## config.mk

```make
export PLATFORM = sky130hd
export DESIGN_NAME = segment_fade_pwm
export DESIGN_NICKNAME = d
export VERILOG_FILES = /design/src/rtl/seg_fade_pkg.sv /design/src/rtl/seg_fade_channel.sv /design/src/rtl/segment_fade_pwm.sv
export SDC_FILE = /design/constraint.sdc
export NUM_CORES = 1
export LEC_CHECK = 0
export CORE_MARGIN = 2
export CORE_UTILIZATION = 55
export DETAILED_ROUTE_END_ITERATION = 12
export PLACE_DENSITY = 0.8
export SYNTH_ARGS = -nofsm -noshare
export SYNTH_HDL_FRONTEND = slang
export SYNTH_HIERARCHICAL = 1
export SYNTH_SLANG_ARGS = --single-unit
```

## constraint.sdc

```tcl
create_clock -name clk -period 1.8 [get_ports clk]
set_input_delay 0.18 -clock clk [delete_from_list [all_inputs] [get_ports clk]]
set_output_delay 0.18 -clock clk [all_outputs]
set_load 0.005 [all_outputs]
```

## src/rtl/seg_fade_pkg.sv

```systemverilog
// Shared constants and helpers for the segment fade/PWM output stage.
// Exports SEG_COUNT, NO_SEG and fade_term(), the fade prescaler terminal count.
package seg_fade_pkg;

    localparam int SEG_COUNT = 7;
    localparam logic [2:0] NO_SEG = 3'd7;

    // Terminal count of the fade prescaler: (2^width >> 2*(3-rate)) - 1.
    // Each rate step below 3 makes the decay four times faster.
    function automatic logic [31:0] fade_term(
        input logic [1:0]  rate,
        input int unsigned width
    );
        logic [1:0]  inv;
        logic [31:0] full;
        inv  = 2'd3 - rate;
        full = 32'd1 << width;
        return (full >> {inv, 1'b0}) - 32'd1;
    endfunction

endpackage

```

## src/rtl/seg_fade_channel.sv

```systemverilog
// One segment channel: brightness level with light/decay priority,
// and PWM compare producing a registered led_on bit.
// Ports: clk, reset (async active-low), i_light, i_tick, i_enable,
//        i_pwm_cnt (current PWM slot), o_led (registered lit flag).
module seg_fade_channel #(
    parameter int FADE_WIDTH = 5
) (
    input  logic                  clk,
    input  logic                  reset,
    input  logic                  i_light,
    input  logic                  i_tick,
    input  logic                  i_enable,
    input  logic [FADE_WIDTH-1:0] i_pwm_cnt,
    output logic                  o_led
);

    logic [FADE_WIDTH-1:0] r_level;
    logic                  r_led;

    // A light request wins over a same-cycle decay tick.
    always_ff @(posedge clk or negedge reset) begin
        if (!reset) begin
            r_level <= '0;
        end else if (i_light) begin
            r_level <= '1;
        end else if (i_tick) begin
            r_level <= r_level >> 1;
        end
    end

    // Strict compare: level 0 is never lit, full level misses one slot.
    always_ff @(posedge clk or negedge reset) begin
        if (!reset) begin
            r_led <= 1'b0;
        end else begin
            r_led <= i_enable & (r_level > i_pwm_cnt);
        end
    end

    assign o_led = r_led;

endmodule

```

## src/rtl/segment_fade_pwm.sv

```systemverilog
// Fading-trail 7-segment driver: step events light a segment at full level,
// levels decay by halving on fade ticks, and a shared PWM timebase drives pins.
// Ports: clk, reset (async active-low), step_valid, step_seg[2:0],
//        fade_rate[1:0], enable, seg_out[6:0], frame_start.
module segment_fade_pwm
    import seg_fade_pkg::*;
#(
    parameter int FADE_WIDTH         = 5,
    parameter int PWM_PRESCALE_WIDTH = 6,
    parameter int FADE_TICK_WIDTH    = 16,
    parameter int COMMON_ANODE       = 1
) (
    input  logic                 clk,
    input  logic                 reset,
    input  logic                 step_valid,
    input  logic [2:0]           step_seg,
    input  logic [1:0]           fade_rate,
    input  logic                 enable,
    output logic [SEG_COUNT-1:0] seg_out,
    output logic                 frame_start
);

    logic [PWM_PRESCALE_WIDTH-1:0] r_pwm_div;
    logic [FADE_WIDTH-1:0]         r_pwm_cnt;
    logic [FADE_TICK_WIDTH-1:0]    r_fade_cnt;
    logic                          r_frame_start;

    logic                          w_div_full;
    logic                          w_wrap;
    logic [FADE_TICK_WIDTH-1:0]    w_term;
    logic                          w_fade_tick;
    logic [SEG_COUNT-1:0]          w_light;
    logic [SEG_COUNT-1:0]          w_led_on;

    assign w_div_full = &r_pwm_div;
    assign w_wrap     = w_div_full & (&r_pwm_cnt);

    always_ff @(posedge clk or negedge reset) begin
        if (!reset) begin
            r_pwm_div     <= '0;
            r_pwm_cnt     <= '0;
            r_frame_start <= 1'b0;
        end else begin
            r_pwm_div     <= r_pwm_div + 1'b1;
            r_frame_start <= w_wrap;
            if (w_div_full) begin
                r_pwm_cnt <= r_pwm_cnt + 1'b1;
            end
        end
    end

    // Terminal count follows fade_rate live; the >= compare means a
    // switch to a faster rate past the new term ticks on the next clk.
    assign w_term = FADE_TICK_WIDTH'(
        fade_term(fade_rate, FADE_TICK_WIDTH));
    assign w_fade_tick = (r_fade_cnt >= w_term);

    always_ff @(posedge clk or negedge reset) begin
        if (!reset) begin
            r_fade_cnt <= '0;
        end else if (w_fade_tick) begin
            r_fade_cnt <= '0;
        end else begin
            r_fade_cnt <= r_fade_cnt + 1'b1;
        end
    end

    for (genvar i = 0; i < SEG_COUNT; i++) begin : g_ch
        assign w_light[i] = step_valid
                          & (step_seg != NO_SEG)
                          & (step_seg == 3'(i));

        seg_fade_channel #(
            .FADE_WIDTH (FADE_WIDTH)
        ) u_ch (
            .clk       (clk),
            .reset     (reset),
            .i_light   (w_light[i]),
            .i_tick    (w_fade_tick),
            .i_enable  (enable),
            .i_pwm_cnt (r_pwm_cnt),
            .o_led     (w_led_on[i])
        );
    end

    assign seg_out     = (COMMON_ANODE != 0) ? ~w_led_on : w_led_on;
    assign frame_start = r_frame_start;

endmodule

```

==> results by group <==
Detailed routing
  • Routed WL: 8065 um
  • # DRC: 0
  • DR vias: approximately 2,900
  • Wire length per cell: between 10 and 15 um
  • DR iter-0 viols: 158
  • Vias per inst: 5.305
  • DRT antenna net count: 0
  • Detailed Routing Iterations Pass 1: 4

Finish
  • Layout Area Growth over Synthesis: 22.05%
  • Commonest non-fill, non-tap cell in the layout: dfrtp_1
  • Layout cells sized above 1: 0.1581
  • Nets: 499
  • Antenna fix cells: 0
  • Fin cells: 545
  • Most frequent cells in the layout: dfrtp_1 (70), inv_1 (68), nand2_1 (42)

CTS
  • Clk_lat worst skew: about 0.35 ns
  • Clock transition at the registers of the reported paths: 0.07 ns
  • Num CTS Buffers: 9
  • CTS tree: built
  • Clock root cell: clkbuf_8
  • Clock Sink Count: 70
  • Clk buf depth: 2
  • H-tree depth: 3

GRT
  • Largest net degree at the start of global routing: between 50 and 60
  • Global Route Usage Sum: 0.2303
  • Antenna violations before repair: 0
  • Vias in the first global route: 3,011
  • First-pass GRT wire length: 13,600 um
  • Global route total overflow: 0

Timing
  • Max-slew violation count: 0
  • Final Cycle Share: 1.089
  • RSZ-0062 raised after global routing: yes
  • FMAX: 0.5100 GHz
  • Hold slack: between 0.3 and 0.4 ns
  • Final setup margin: -0.1607 ns
  • Worst-Margin Slew: ~0.46 ns
  • Min Tclk post-route: 1.961 ns
  • Hold Vio Cnt, Final: 0
  • Final setup fails: 50
  • Slew margin rel.: 0.6932
  • Final Skew: 0.01058 ns

Synthesis
  • Post-Syn Nets: between 400 and 500
  • Synth Instances: 400
  • Yosys cell types: 29
  • Mapped Area: just under 4000 um^2
  • Yosys reg bits: 70
  • Yosys warns: 6
  • Register area share after synthesis: 0.4513
  • Syn avg cell area: 9.703 um^2

Die
  • Die Area: 7745 um^2
  • Starting Density: 0.5713
  • Core area: slightly below 7000 um^2
  • Die height: between 80 and 90 um
  • I/O pins: 17
  • Row cnt: 30
  • Die X: 88.01 um

Worst setup path
  • WS Path Type: reg -> reg
  • Startpoint Class: flop
  • Worst Setup End Kind: flop
  • Crit Path Max Fanout: 13
  • CP arrival: about 2.2 ns
  • CP required: 2.01 ns

Pwr
  • Pwr/cell area: approximately 1200 nW/um^2
  • Net switching power: between 1500 and 2000 uW
  • Leak: 0.002100 uW
  • Comb power frac: 0.370
  • Clock share of power: 0.206
  • Peak VDD IR: 846.0 uV
  • Switching Share: 0.3393
  • Int Pwr: ~3800 uW
  • Sequential Power Share: 0.424

Hold path
  • Min-Delay Path Class: in -> async

Place
  • Buffers added on ports: 16
  • Setup Slack @ Placement: -0.5847 ns
  • Hpwl dp: 5055 um
  • GP Congestion: 0.8440
  • Post-Place Cells: 521

Outcome
  • Status: finished with violations
  • Failing checks: negative setup slack

Job
  • # Max-Cap Violations: 0
sequential cells by signal, indices dropped and copies added (netlist names):
register           cells
frame_start            1
g_ch.u_ch/o_led        7
g_ch.u_ch/r_level     35
r_fade_cnt            16
r_pwm_cnt              5
r_pwm_div              6
through the flow:
step                power (uW)  area [um^2]  TNS (ns)  utilization
floorplan                 3704         3925    -3.774            -
global placement          4153         4265    -22.61       0.6278
detailed placement        4284         4265    -23.96       0.6278
CTS                       5713         4653    -4.242       0.6849
global route              6227         4737    -9.778       0.6972
finish                    5792         4737    -4.530       0.6972
area by class of cell:
class	instances	area, um^2
clock buffer	11	141.4
timing repair buffer	48	534.3
multi-input combinational	250	1899
clock inverter	2	35.03
fill	478	2057
tap	96	120.1
sequential	70	1752
inverter	68	255.2
synth_stat cells:
| master | instances | area, um^2 |
|---|---|---|
| nor2_1 | 24 | 90.09 |
| dfrtp_1 | 70 | 1752 |
| mux2i_1 | 21 | 210.2 |
| xor2_1 | 7 | 61.31 |
| o21ai_0 | 14 | 70.07 |
| buf_6 | 2 | 22.52 |
| or4_1 | 1 | 7.510 |
| nand2_1 | 43 | 161.4 |
| and2_1 | 2 | 12.51 |
| a21oi_1 | 24 | 120.1 |
| nand2b_1 | 3 | 18.77 |
| a211o_2 | 1 | 10.01 |
| nand4_1 | 13 | 81.33 |
| xnor2_1 | 14 | 122.6 |
| o211ai_1 | 8 | 60.06 |
| clkbuf_1 | 1 | 3.750 |
| inv_1 | 68 | 255.2 |
| o22a_1 | 7 | 61.31 |
| mux2_2 | 2 | 22.52 |
| nor4_1 | 5 | 31.28 |
| and3_1 | 3 | 18.77 |
| nand3_1 | 8 | 40.04 |
| buf_2 | 8 | 40.04 |
| nor3_1 | 4 | 20.02 |
| buf_12 | 1 | 20.02 |
| o41ai_1 | 1 | 8.760 |
| ha_1 | 43 | 538.0 |
| and4_1 | 1 | 8.760 |
| nand4_2 | 1 | 12.51 |
worst max-delay path, stage by stage (launching register included):
cell and delay (ns):
dfrtp_1 0.38, ha_1 0.27, nand4_1 0.14, a21oi_1 0.06, a211o_2 0.37, buf_12 0.15
buf_4 0.14, buf_12 0.14, nand2_1 0.08, o211ai_1 0.10
timing repair:
action,in CTS,in global routing
hold endpoints to repair,18,0
endpoints found under the setup margin,45,51
gates cloned,3,1
resized for setup,28,19
hold buffers,1,0
pin swaps,15,3
setup buffers,4,4
metal layers:
layer  wire [um]  global-route usage
met3         229             0.03299
met2        4085              0.3933
met4         147              0.1077
met1        3602              0.2887
met5           0                   0
path summary, 6_finish.rpt:
kind / to / cells after the start / slack [ns] / from
min in group clk: r_pwm_div[5]$_DFF_PN0_ / 1 / 0.47 / r_pwm_div[5]$_DFF_PN0_
hold reg to reg: r_pwm_div[5]$_DFF_PN0_ / 1 / 0.47 / r_pwm_div[5]$_DFF_PN0_
setup / recovery: g_ch[4].u_ch/r_level[0]$_DFFE_PN0P_ / 9 / -0.16 / r_fade_cnt[12]$_DFF_PN0_
setup reg to reg: g_ch[4].u_ch/r_level[0]$_DFFE_PN0P_ / 9 / -0.16 / r_fade_cnt[12]$_DFF_PN0_
max in group asynchronous: r_fade_cnt[13]$_DFF_PN0_ / 3 / 0.85 / reset
hold / removal: r_pwm_div[3]$_DFF_PN0_ / 2 / 0.32 / reset
power by group through the flow:
stage / combinational [uW] / clock, uW / sequential, uW
global route: 2430 / 1280 / 2510
global placement: 1720 / 0 / 2440
CTS: 2050 / 1230 / 2440
floorplan: 1340 / 0 / 2370
detailed placement: 1820 / 0 / 2460
finish: 2140 / 1200 / 2450
cells by family after synthesis:
logic type / Yosys count / share of synthesized area
XOR/XNOR: 21 / 0.04739
multiplexers: 23 / 0.05996
adder cells (fa/ha/maj): 43 / 0.1386
AO/OA/AOI/OAI: 55 / 0.08511
buffers and inverters: 80 / 0.08801
AND/OR/NAND/NOR: 108 / 0.1296
flip-flops: 70 / 0.4513
No activity file was read; power rests on OpenSTA's default activity.
